--- src/rtl/vending_machine_param.sv ---
// Parametrised coin-credit vending controller: accumulates credit up to PRICE,
// pulses a dispense, pays change greedily, and tracks stock for sold-out lockout.
//
// state  | meaning
// IDLE   | no credit held
// CREDIT | 0 < credit < PRICE, accepting coins
// VEND   | one-cycle dispense pulse
// CHANGE | paying out remaining credit one coin per cycle
module vending_machine_param #(
  parameter int CREDIT_W   = 4,
  parameter int PRICE      = 3,
  parameter int MAX_CREDIT = 12,
  parameter int STOCK_W    = 4,
  parameter int STOCK_INIT = 15
) (
  input  logic                clk,
  input  logic                rst,
  input  logic                coin_valid,
  input  logic [1:0]          coin,
  input  logic                cancel,
  input  logic                restock,
  output logic                out,
  output logic [1:0]          change,
  output logic                change_valid,
  output logic                coin_reject,
  output logic                busy,
  output logic                sold_out,
  output logic [CREDIT_W-1:0] credit
);

  typedef enum logic [1:0] {IDLE, CREDIT, VEND, CHANGE} state_t;

  localparam logic [CREDIT_W:0] PRICE_X = (CREDIT_W+1)'(PRICE);
  localparam logic [CREDIT_W:0] MAX_X   = (CREDIT_W+1)'(MAX_CREDIT);

  state_t              state, state_nxt;
  logic [CREDIT_W-1:0] credit_nxt;
  logic [STOCK_W-1:0]  stock, stock_nxt;
  logic [CREDIT_W:0]   sum, rem;
  logic                coin_present, can_accept;

  function automatic logic [2:0] value_of(input logic [1:0] c);
    case (c)
      2'b01:   return 3'd1;
      2'b10:   return 3'd2;
      2'b11:   return 3'd4;
      default: return 3'd0;
    endcase
  endfunction

  // Largest coin not exceeding the given credit.
  function automatic logic [1:0] greedy_code(input logic [CREDIT_W-1:0] c);
    logic [CREDIT_W:0] ce;
    ce = {1'b0, c};
    if (ce >= (CREDIT_W+1)'(4))      return 2'b11;
    else if (ce >= (CREDIT_W+1)'(2)) return 2'b10;
    else                             return 2'b01;
  endfunction

  always_comb begin
    coin_present = coin_valid && (coin != 2'b00);
    sum          = {1'b0, credit} + (CREDIT_W+1)'(value_of(coin));
    rem          = {1'b0, credit} - PRICE_X;
    can_accept   = coin_present && !sold_out && !cancel &&
                   ((state == IDLE) || (state == CREDIT)) && (sum <= MAX_X);
    state_nxt    = state;
    credit_nxt   = credit;
    stock_nxt    = stock;
    case (state)
      IDLE, CREDIT: begin
        if ((state == CREDIT) && cancel) begin
          state_nxt = CHANGE;
        end else if (can_accept) begin
          credit_nxt = sum[CREDIT_W-1:0];
          state_nxt  = (sum >= PRICE_X) ? VEND : CREDIT;
        end
        if ((state == IDLE) && restock) stock_nxt = STOCK_W'(STOCK_INIT);
      end
      VEND: begin
        credit_nxt = rem[CREDIT_W-1:0];
        stock_nxt  = stock - STOCK_W'(1);
        state_nxt  = (rem != '0) ? CHANGE : IDLE;
      end
      CHANGE: begin
        credit_nxt = credit - CREDIT_W'(value_of(greedy_code(credit)));
        state_nxt  = (credit_nxt == '0) ? IDLE : CHANGE;
      end
      default: state_nxt = IDLE;
    endcase
  end

  // Outputs are registered from the next-state values so they line up with state.
  always_ff @(posedge clk or posedge rst) begin
    if (rst) begin
      state        <= IDLE;
      credit       <= '0;
      stock        <= STOCK_W'(STOCK_INIT);
      out          <= 1'b0;
      change       <= 2'b00;
      change_valid <= 1'b0;
      coin_reject  <= 1'b0;
      busy         <= 1'b0;
      sold_out     <= (STOCK_INIT == 0);
    end else begin
      state        <= state_nxt;
      credit       <= credit_nxt;
      stock        <= stock_nxt;
      out          <= (state_nxt == VEND);
      change_valid <= (state_nxt == CHANGE);
      change       <= (state_nxt == CHANGE) ? greedy_code(credit_nxt) : 2'b00;
      coin_reject  <= coin_present && !can_accept;
      busy         <= (state_nxt == VEND) || (state_nxt == CHANGE);
      sold_out     <= (stock_nxt == '0);
    end
  end

endmodule

--- config.mk ---
export PLATFORM = sky130hd
export DESIGN_NAME = vending_machine_param
export DESIGN_NICKNAME = d
export VERILOG_FILES = /design/src/rtl/vending_machine_param.sv
export SDC_FILE = /design/constraint.sdc
export NUM_CORES = 1
export LEC_CHECK = 0
export CORE_MARGIN = 2
export CORE_UTILIZATION = 35
export DETAILED_ROUTE_END_ITERATION = 16
export PLACE_DENSITY_LB_ADDON = 0.3
export SLEW_MARGIN = 0
export SYNTH_ARGS = -nofsm -noshare
export SYNTH_HDL_FRONTEND = slang
export SYNTH_SLANG_ARGS = --single-unit
--- constraint.sdc ---
create_clock -name clk -period 3.1 [get_ports clk]
set_clock_uncertainty 0.05 [all_clocks]
set_input_delay 0.465 -clock clk [delete_from_list [all_inputs] [get_ports clk]]
set_output_delay 0.465 -clock clk [all_outputs]
set_load 0.03 [all_outputs]
-- After elaboration in Yosys (flattened, before gate mapping)
Index checks and enable logic that the tools add are counted.
- multiply operators: 0
- equality and inequality tests: 11
- shifts and indexed selects: 0
- $add $sub $neg: 4
- div/mod/pow operators: 0
- bitwise operators: 0
- reductions and logical operators: 19
- mux-type cells: 20
- order comparisons: 6
- operator list (kind ; number):
    two-way mux 2 bit ; 11
    case mux 3 bit (3 select lines) ; 2
    == test 2 bit (second input constant) ; 8
    two-way mux 4 bit ; 3
    case mux 4 bit (3 select lines) ; 1
    >= comparator 4 x 2 -> 1 bit (second input constant) ; 2
    >= comparator 4 x 3 -> 1 bit (second input constant) ; 2
    logical AND 1 bit ; 8
    zero test 4 bit ; 2
    case mux 4 bit (2 select lines) ; 1
    == test 2 x 1 -> 1 bit (second input constant) ; 3
    case mux 2 bit (3 select lines) ; 1
    adder 4 x 3 -> 5 bit ; 1
    >= comparator 5 x 2 -> 1 bit (second input constant) ; 1
    less-or-equal comparator 5 x 4 -> 1 bit (second input constant) ; 1
    nonzero test 5 bit ; 1
    subtractor 4 x 2 -> 5 bit (second input constant) ; 1
    subtractor 4 x 1 -> 4 bit (second input constant) ; 1
    subtractor 4 x 3 -> 4 bit ; 1
    zero test 1 bit ; 3
    two-way mux 3 bit ; 1
    zero test 2 bit ; 1
    logical OR 1 bit ; 2
    nonzero test 2 bit ; 1
    OR reduction 2 bit ; 1
- memory bits (read-only): 0
- word-level logic and storage cells: 69
- bits in writable memories: 0
- latch bits: 0
- input port bits: 7
- output and inout bits: 11
- memories kept: 0
- register bits after elaboration: 17

-- Logic depth before layout (Yosys ltp)
Gate-level depths: netlist (run 1).
- word-level depth: 13
- gate-level depth with buffers: 11
- gate-level depth less buffers: 10

-- Worst setup path before layout (run 1)
No wires, ideal clock.
- path kind: register to register
- from: reg credit[1]
- to: reg change[0]
- required time: 2.909 ns
- path slack: 0.451 ns
- period minus slack after synthesis: 2.649 ns
- arrival time: 2.458 ns
- stages on the path, launching flop included: 10
- cells stage by stage: dfrtp_1 > inv_1 > fa_1 > xor2_2 > nand2b_1 > o31a_1 > and2_1 > buf_6 > o211ai_2 > a31oi_1
- cells in the longest elaborated chain, start to end: 13
- elaborated cells between the ends (all ways): 33
- those cells by class: add/sub: 3; order compare: 6; eq/ne: 4; mux: 17; reduce/logical: 3
- RTL lines (element ; line ; RTL):
    start, declared ; 28 ; output logic [CREDIT_W-1:0] credit
    start signal, assigned ; 106 ; credit <= credit_nxt;
    >= comparator 4 x 2 -> 1 bit ; 56 ; else if (ce >= (CREDIT_W+1)'(2)) return 2'b10;
    two-way mux 2 bit ; 56 ;
    two-way mux 2 bit ; 55 ; if (ce >= (CREDIT_W+1)'(4)) return 2'b11;
    two-way mux 2 bit ; 69 ; case (state)
    == test 2 bit / == test 2 x 1 -> 1 bit (equally long branches) ; 43 ; case (c)
    case mux 3 bit (3 select lines) ; 43 ;
    two-way mux 3 bit ; 69 ;
    subtractor 4 x 3 -> 4 bit ; 85 ; credit_nxt = credit - CREDIT_W'(value_of(greedy_code(credit)));
    case mux 4 bit (3 select lines) * ; 69 ;
    net credit_nxt[1] ; 37 ; logic [CREDIT_W-1:0] credit_nxt;
    >= comparator 4 x 2 -> 1 bit ; 56 ;
    two-way mux 2 bit ; 56 ;
    two-way mux 2 bit * ; 55 ;
    two-way mux 2 bit * ; 110 ; change <= (state_nxt == CHANGE) ? greedy_code(credit_nxt) : 2'b00;
    end signal, assigned ; 110 ;
    end, declared ; 23 ; output logic [1:0] change,
The timed path passes the listed nets; every way through them passes the cells marked *. The select of a mux whose other input is x is not followed.

-- Final worst setup path (run 1)
- from: in coin[0]
- to: reg change[0]
- cells in the longest elaborated chain, start to end: 13
- elaborated cells between the ends (all ways): 26
- those cells by class: add/sub: 1; order compare: 4; eq/ne: 4; mux: 11; reduce/logical: 6
- RTL lines (element ; line ; RTL):
    start, declared ; 19 ; input logic [1:0] coin,
    parallel branches: the longest is 6 deep, another holds adder 4 x 3 -> 5 bit ; -- ;
    two-way mux 4 bit * ; 73 ; end else if (can_accept) begin
    two-way mux 4 bit * ; 71 ; if ((state == CREDIT) && cancel) begin
    case mux 4 bit (3 select lines) * ; 69 ;
    net credit_nxt[1] ; 37 ;
    >= comparator 4 x 2 -> 1 bit ; 56 ;
    two-way mux 2 bit ; 56 ;
    two-way mux 2 bit * ; 55 ;
    two-way mux 2 bit * ; 110 ;
Mark *: on every way through the listed nets, which the timed path passes.

==> flow_summary_export.csv, run 1 <==
group,metric,value,unit
min_path,hp-class,"reg2reg",
clocking,cts.clk_slew.worst_paths,90,ps
outcome,outcome,"finished clean",
layout,area_growth,18.9,%
power_and_ir_drop,pwr-share-seq,26.4,%
synth,yosysTopAreaCellShare,25.9,%
clocking,hold_buffers,0,
placement,hpwl,2220,um
synth,synth.area.top_cells,"dfrtp_1 (26%), dfstp_2 (8.4%), ha_1 (7.0%), a21oi_1 (6.4%), inv_1 (4.5%)",
power_and_ir_drop,switching_share,48.1,%
route,wire_per_inst,13.6,um
synth,synth_common_cells,"a21oi_1 (16), inv_1 (15), dfrtp_1 (13)",
clocking,htree_levels,1,
layout,nNetsFinal,179,
route,drtPass1Iterations,4,
floorplanning,ios,18,
floorplanning,chipHeight,63.9,um
power_and_ir_drop,cellLeakagePower,0.634,nW
clocking,cts_buffers,3,
floorplanning,rows,21,
synth,synth_edf_count,0,
floorplanning,start_util,37.1,%
sta,setup_violations,0,
global_routing,antenna_found_initial,0,
setup_path,worst_setup_path_start_kind,"input port",
setup_path,cpLargestDelayFamily,"compound AO/OA/AOI/OAI gates",
clocking,cts-root-buf,"clkbuf_4",
clocking,clock_latency,290,ps
clocking,cts_tree,"built",
layout,final_cell_area,1500,um^2
power_and_ir_drop,clock_power_share,7.0,%
setup_path,crit_path_end_kind,"flop",
setup_path,required,3210,ps
clocking,clockBufferDepth,2,
floorplanning,die_w,63.9,um
setup_path,critPathKind,"in2reg",
setup_path,path_cells,"clkdlybuf4s50_1 -> nor2b_1 -> ha_1 -> inv_1 -> fa_1 -> xor2_2 -> nand2b_1 -> o31a_1 -> and2_1 -> o211ai_2 -> a31oi_1",
power_and_ir_drop,combPwrFrac,66.6,%
synth,synth_top_cell_by_area,"dfrtp_1",
route,totalWireLength,2820,um
layout,drive_above_1_share,13.0,%
layout,fillers,339,
sta,maxSlewViolCount,0,
setup_path,startpoint,"coin[0]",
setup_path,critPathSlowestCell,"clkdlybuf4s50_1",
setup_path,crit_buf_inv,2,
synth,ys_types,42,
global_routing,grt_pass1_wl,4910,um
sta,rsz0062_at_grt,"false",
power_and_ir_drop,internal_power,866,uW
sta,worst_pin_slew,632,ps
setup_path,crit_fanout,6,
power_and_ir_drop,peakVddDrop,495,uV
sta,hold_viol_final,0,
placement,gp_congestion,0.825,
setup_path,rr_startpoint,"credit[0]",
route,drc_errors,0,
power_and_ir_drop,power,1.67,mW
layout,diodes,0,
power_and_ir_drop,switchingPower,804,uW
route,viasPerCell,5.07,
synth,async_reset_ff_share,100,%
global_routing,grt_max_degree,18,
route,ant_nets,0,
flow_run,drv_cap,0,
clocking,post_cts_resized,0,
synth,netlist_area,1260,um^2
synth,synth-main-ff-cell,"dfrtp_1",
sta,fmax,343,MHz
floorplanning,core,3390,um^2
route,drtIter0Drc,23,
synth,ys_seq_elements,17,
synth,yosysMostFrequentCell,"a21oi_1",
sta,slew_headroom,57.8,%
synth,synth_fp_nets,158,
sta,period_share,94.1,%
power_and_ir_drop,power_density,1120,nW/um^2
global_routing,grt_pass1_vias,1094,
sta,min_period,2920,ps
setup_path,arrival,3020,ps
route,via_count,1055,
clocking,cts_setup_buffers,0,
min_path,min_from,"stock[1]",
global_routing,track_usage,15.0,%
placement,io_buffers,17,
synth,avgSynthCellArea,8.86,um^2
synth,yosys_warnings,0,
placement,post_dp_cell_area,1470,um^2
synth,seq_area_frac_synth,34.2,%
setup_path,crit_path_max_incr_delay,500,ps
clocking,clock-sinks,17,
floorplanning,die_area,4090,um^2
global_routing,overflow,0,
synth,synthCells,142,
[cell usage in the layout (no fill, tap or decap), drive strengths merged, types with 2 or more instances in the layout]
cell           count
o21ai              9
a21o               2
a31oi              3
xor2               3
buf                4
dfrtp             13
nand3              3
inv               15
a21oi             16
nor3               3
fa                 2
o211ai             3
dfstp              4
clkbuf             4
clkdlybuf4s50     17
nor2              10
a211oi             2
nand3b             3
nand2             12
xnor2              3
nand2b             8
and2               3
ha                 7
[layout make-up]
class / instances / area [um^2] / share of cell area (%)
clock buffer: 4 / 26.3 / 1.76
inverter: 15 / 56.3 / 3.77
multi-input combinational: 105 / 724 / 48.5
sequential: 17 / 430 / 28.8
tap: 46 / 57.6 / 3.85
timing repair buffer: 21 / 200 / 13.4
[kinds of logic after synthesis]
group / synth area share (%)
AO/OA/AOI/OAI: 21.4
XOR/XNOR: 4.78
adder cells (fa/ha/maj): 10.1
buffers and inverters: 8.16
flip-flops: 34.2
multiplexers: 0.895
AND/OR/NAND/NOR: 20.4
[through the flow]
stage / setup WS [ps] / setup TNS, ps / utilization, % / hold WS, ps / cells
after global routing: 1.50 / 0 / 44.1 / 508 / 208
after detailed placement: -112 / -243 / 43.3 / 473 / 204
after CTS: 178 / 0 / 44.1 / 488 / 208
after floorplan: 451 / 0 / - / 338 / 142
final: 184 / 0 / 44.1 / 487 / 208
after global placement: -77.0 / -89.0 / 43.3 / 467 / 204
[tightest hold or removal path, delay by kind of cell (launching register included)]
family          cells  cell delay (ps)
compound gates      1               60
simple gates        1               90
flops               1              380
[registers in the layout, indices dropped and copies added, names as in the netlist]
| register | count |
|---|---|
| change_valid | 1 |
| change | 2 |
| coin_reject | 1 |
| state | 2 |
| credit | 4 |
| out | 1 |
| sold_out | 1 |
| stock | 4 |
| busy | 1 |
[layer usage]
metal | share of wire, % | track usage (%)
met5 | 0 | 0
met1 | 48 | 19.6
met4 | 0.43 | 4.35
met2 | 49 | 25.9
met3 | 2.7 | 1.76
[power by group through the flow]
stage	logic [mW]	registers [mW]	clock network [mW]
floorplan	0.734	0.499	0
global placement	1.08	0.443	0
detailed placement	1.12	0.441	0
CTS	1.12	0.440	0.122
global route	1.24	0.456	0.136
finish	1.11	0.441	0.116
[worst paths after layout]
path	slack, ps	depth (start not counted)	endpoint
setup / recovery	180	11	change[0]
hold / removal	490	2	stock[1]
setup reg to reg	530	9	change[0]
hold reg to reg	490	2	stock[1]
max in group asynchronous	2090	2	sold_out
min in group asynchronous	510	2	busy
Note: power is estimated with default switching activity, not from simulation.
==> run 2, diff against run 1 <==
Settings changed: PLACE_DENSITY from default to 0.65, PLACE_DENSITY_LB_ADDON 0.3 to default.
==> run 2 against run 1 <==
Final cell count down 0.96%. Worst setup slack better by 9.9 ps. Global-route usage fell by 0.71 points. Largest cell class unchanged. Routed wire length fell by 2.9%. Combinational power barely moved. Via count is 2.7% higher. Power decreased by 2.0%. Sequential power hardly changed. First-iteration DRC count increased by 4.3%. Critical endpoint unchanged. Clock power is essentially flat.
==> flow_summary_export.csv, run 2 (synthesis results as in run 1) <==
group,metric,value,unit
outcome,outcome,"finished clean",
placement,place_inst,202,
clocking,clock-sinks,17,
route,drtIter0Drc,24,
layout,fin_cells,206,
sta,hold_ws,489,ps
route,via_count,1084,
clocking,cts.clk_slew.worst_paths,90,ps
global_routing,grt_util_met3,2.46,%
floorplanning,start_util,37.1,%
layout,fillers,338,
setup_path,required,3210,ps
setup_path,crit_fanout,6,
power_and_ir_drop,combPwrFrac,66.2,%
clocking,htree_levels,1,
placement,gp_congestion,0.774,
power_and_ir_drop,switchingPower,784,uW
flow_run,drv_cap,0,
global_routing,grt_pass1_vias,1035,
route,drc_errors,0,
route,wire_per_inst,13.3,um
sta,fmax,344,MHz
placement,post_dp_cell_area,1450,um^2
global_routing,grt_max_degree,18,
sta,maxSlewViolCount,0,
route,totalWireLength,2740,um
clocking,post_cts_resized,0,
sta,period_share,93.7,%
floorplanning,die_area,4090,um^2
floorplanning,die_w,63.9,um
clocking,cts-root-buf,"clkbuf_4",
global_routing,grt_pass1_wl,4760,um
power_and_ir_drop,power,1.64,mW
setup_path,reg2reg_to,"change[0]",
layout,multiInputGateArea,724,um^2
floorplanning,core,3390,um^2
setup_path,r2r_setup_slack,550,ps
layout,area_growth,17.7,%
setup_path,worst_setup_path_start_kind,"input port",
global_routing,use_met1,20.2,%
power_and_ir_drop,cellLeakagePower,0.624,nW
setup_path,critPathSlowestCell,"clkdlybuf4s50_1",
layout,final_common_cell,"clkdlybuf4s50_1",
sta,rsz0062_at_grt,"false",
setup_path,crit_path_end_kind,"flop",
floorplanning,ios,18,
power_and_ir_drop,peakVddDrop,488,uV
global_routing,overflow,0,
sta,finalSetupTns,0,ps
route,ant_nets,0,
layout,seqCellArea,430,um^2
placement,io_buffers,17,
route,viasPerCell,5.26,
sta,slew_headroom,57.6,%
setup_path,rr_worst_depth,9,
power_and_ir_drop,power_density,1110,nW/um^2
global_routing,track_usage,14.3,%
setup_path,startpoint,"coin[0]",
route,drtPass1Iterations,4,
layout,top_regs,"credit x4, stock x4",
power_and_ir_drop,internal_power,854,uW
power_and_ir_drop,switching_share,47.9,%
sta,setup_violations,0,
layout,drive_above_1_share,11.9,%
clocking,cts_tree,"built",
setup_path,path_cells,"clkdlybuf4s50_1 -> nor2b_1 -> ha_1 -> inv_1 -> fa_1 -> xor2_2 -> nand2b_1 -> o31a_1 -> and2_1 -> o211ai_2 -> a31oi_1",
layout,final_cell_mix,"clkdlybuf4s50_1 (17), a21oi_1 (16), inv_1 (15)",
layout,final_cell_area,1480,um^2
layout,diodes,0,
power_and_ir_drop,pwr-share-seq,26.8,%
sta,min_period,2910,ps
setup_path,critPathKind,"in2reg",
floorplanning,rows,21,
setup_path,rr_startpoint,"credit[0]",
global_routing,grt_busiest_layer,"met2",
setup_path,arrival,3020,ps
clocking,cts_buffers,3,
clocking,clock_latency,290,ps
clocking,hold_buffers,0,
global_routing,grt_use_met2,22.8,%
power_and_ir_drop,clock_power_share,7.0,%
floorplanning,chipHeight,63.9,um
min_path,hp-class,"reg2reg",
setup_path,crit_path_end,"change[0]",
clocking,cts_setup_buffers,0,
sta,hold_viol_final,0,
setup_path,crit_path_max_incr_delay,500,ps
global_routing,antenna_found_initial,0,
layout,nNetsFinal,177,
clocking,clockBufferDepth,2,
sta,worst_pin_slew,635,ps
placement,hpwl,2110,um
run 2: cell types whose count changed in the layout (fill, tap and decap cells not counted), sizes merged:
cell and change:
buf -2
run 2: how the worst min path moves through the flow:
stage	startpoint	to	slack, ps	cells after the start
floorplan	rst	busy	340	1
global placement	stock[1]	stock[1]	470	2
detailed placement	stock[1]	stock[1]	480	2
CTS	stock[1]	stock[1]	490	2
global route	stock[0]	stock[0]	510	2
finish	stock[0]	stock[0]	490	2
run 2: cell type report:
| class | instances | share of cell area (%) |
|---|---|---|
| clock buffer | 4 | 1.78 |
| timing repair buffer | 19 | 12.5 |
| tap | 46 | 3.89 |
| inverter | 15 | 3.80 |
| multi-input combinational | 105 | 48.9 |
| sequential | 17 | 29.1 |
run 2: critical path: cells and delay by family:
| kind | cells | cell delay (ps) |
|---|---|---|
| xor gates and xnor gates | 1 | 200 |
| AOI/OAI and AO/OA | 3 | 630 |
| adders and majority gates | 2 | 600 |
| and+or+nand+nor | 3 | 580 |
| buffers and inverters | 2 | 560 |
run 2: metrics by stage:
step,utilization (%),setup WS [ps]
after global routing,43.7,8.14
after CTS,43.7,197
after global placement,42.9,-30.7
final,43.7,194
after floorplan,-,451
after detailed placement,42.9,-105
run 2: power by group through the flow:
stage | clock network, mW | registers, mW | logic (mW)
finish | 0.115 | 0.439 | 1.08
CTS | 0.122 | 0.438 | 1.09
global placement | 0 | 0.437 | 1.05
floorplan | 0 | 0.499 | 0.734
detailed placement | 0 | 0.441 | 1.08
global route | 0.131 | 0.454 | 1.21
run 2: layer usage:
layer | part of all wire, % | up-vias
li1 | - | 529
met1 | 48 | 523
met2 | 47 | 30
met3 | 4.9 | 2
met4 | 0.62 | 0
met5 | 0 | -
==> run 3, diff against run 2 <==
Settings changed: PLACE_DENSITY 0.65 to 0.6.
==> run 3 against run 2 <==
Sequential share of layout area decreased by 0.46 points. Sequential power increased by 1%. Via count decreased by 1.9%. Flip-flop and latch count unchanged. Highest routed layer unchanged. Clock-buffer cell count unchanged. Register-to-register slack got worse by 70 ps. Fmax decreased by 1.3%. Power increased by 2.2%. Hold slack improved by 0.79 ps. Critical path depth unchanged. Non-clock buffer count increased by 3.
==> flow_summary_export.csv, run 3 (synthesis results as in run 1) <==
group,metric,value,unit
layout,diodes,0,
setup_path,crit_fanout,6,
power_and_ir_drop,combPwrFrac,66.6,%
power_and_ir_drop,pwr-share-seq,26.6,%
layout,area_growth,19.6,%
sta,setup_violations,0,
sta,finalSetupTns,0,ps
clocking,clockBufferDepth,2,
setup_path,crit_path_end_kind,"flop",
floorplanning,die_area,4090,um^2
clocking,cts_setup_buffers,0,
global_routing,track_usage,14.8,%
route,drtIter0Drc,66,
setup_path,arrival,3050,ps
power_and_ir_drop,internal_power,873,uW
layout,final_core_util,44.4,%
layout,nNetsFinal,180,
setup_path,critPathKind,"in2reg",
outcome,outcome,"finished clean",
floorplanning,rows,21,
layout,final_common_cell,"clkdlybuf4s50_1",
sta,period_share,95.0,%
placement,gp_congestion,0.815,
global_routing,grt_busiest_layer,"met2",
power_and_ir_drop,clock_power_share,6.8,%
power_and_ir_drop,peakVddDrop,535,uV
min_path,hp-class,"reg2reg",
floorplanning,chipHeight,63.9,um
min_path,hold_path_depth,2,
clocking,clock-sinks,17,
power_and_ir_drop,power_density,1110,nW/um^2
floorplanning,ios,18,
sta,slew_headroom,57.4,%
layout,drive_above_1_share,14.1,%
power_and_ir_drop,cellLeakagePower,0.639,nW
route,viasPerCell,5.09,
clocking,hold_buffers,0,
power_and_ir_drop,switching_share,47.9,%
global_routing,grt_pass1_vias,1048,
setup_path,rr_worst_depth,10,
layout,final_cell_area,1500,um^2
floorplanning,core,3390,um^2
floorplanning,die_w,63.9,um
setup_path,rr_startpoint,"credit[3]",
placement,post_dp_cell_area,1480,um^2
global_routing,grt_util_met3,1.76,%
sta,worst_pin_slew,638,ps
setup_path,worst_setup_path_start_kind,"input port",
power_and_ir_drop,power,1.67,mW
sta,fmax,340,MHz
power_and_ir_drop,switchingPower,802,uW
clocking,cts.clk_slew.worst_paths,100,ps
sta,hold_ws,490,ps
route,ant_nets,0,
global_routing,grt_use_met2,24.1,%
clocking,post_cts_resized,0,
global_routing,grt_pass1_wl,4840,um
layout,final_cell_mix,"clkdlybuf4s50_1 (17), a21oi_1 (16), inv_1 (15)",
sta,min_period,2950,ps
clocking,cts_tree,"built",
setup_path,required,3200,ps
route,via_count,1063,
layout,top_regs,"credit x4, stock x4",
sta,rsz0062_at_grt,"false",
sta,hold_viol_final,0,
min_path,hold_end,"stock[2]",
setup_path,reg2reg_to,"change[0]",
sta,maxSlewViolCount,0,
clocking,cts_buffers,3,
placement,hpwl,2190,um
route,wire_per_inst,13.6,um
setup_path,r2r_setup_slack,480,ps
global_routing,use_met1,21.3,%
flow_run,drv_cap,0,
global_routing,overflow,0,
global_routing,antenna_found_initial,0,
clocking,cts-root-buf,"clkbuf_4",
clocking,htree_levels,1,
route,drtPass1Iterations,4,
placement,io_buffers,17,
floorplanning,start_util,37.1,%
route,totalWireLength,2840,um
global_routing,grt_max_degree,18,
route,drc_errors,0,
min_path,min_from,"stock[2]",
clocking,clock_latency,280,ps
## run 3: cell count changes in the layout (fill, tap and decap cells not counted)
cell | previous run | this run
buf_4 | 2 | 5
and2_1 | 2 | 1
and2_2 | 1 | 2
## run 3: cell type report
cell class | count | area (um^2)
Multi-Input combinational cell | 105 | 726
Fill cell | 327 | 1890
Inverter | 15 | 56.3
Tap cell | 46 | 57.6
Sequential cell | 17 | 430
Timing Repair Buffer | 22 | 208
Clock buffer | 4 | 26.3
## run 3: critical path: stages
cell             delay, ps
clkdlybuf4s50_1        500
nor2b_1                170
ha_1                   180
inv_1                   50
fa_1                   420
xor2_2                 190
nand2b_1               180
o31a_1                 330
and2_2                 260
o211ai_2               190
a31oi_1                110
## run 3: worst max path at each step
stage | startpoint | end | cells after the start
floorplan | credit[1] | change[0] | 9
global placement | coin[0] | change[0] | 11
detailed placement | coin[0] | change[0] | 11
CTS | coin[0] | change[0] | 11
global route | coin[0] | change[0] | 11
finish | coin[0] | change[0] | 11
## run 3: metal layers
metal | vias to the layer above | wire length (um)
met2 | 32 | 1320
li1 | 531 | -
met5 | - | 0
met1 | 498 | 1410
met4 | 0 | 10
met3 | 2 | 108
## run 3: metrics by stage
stage	std cells	setup WS, ps
2_1_floorplan	142	451
3_3_place_gp	205	-87.9
3_5_place_dp	205	-127
4_1_cts	209	156
5_1_grt	209	4.43
6_report	209	155
## run 3: power by group through the flow
stage	logic, mW	clock network [mW]	registers (mW)
after floorplan	0.734	0	0.499
after global placement	1.09	0	0.445
after detailed placement	1.10	0	0.448
after CTS	1.12	0.118	0.443
after global routing	1.25	0.131	0.459
final	1.11	0.114	0.445
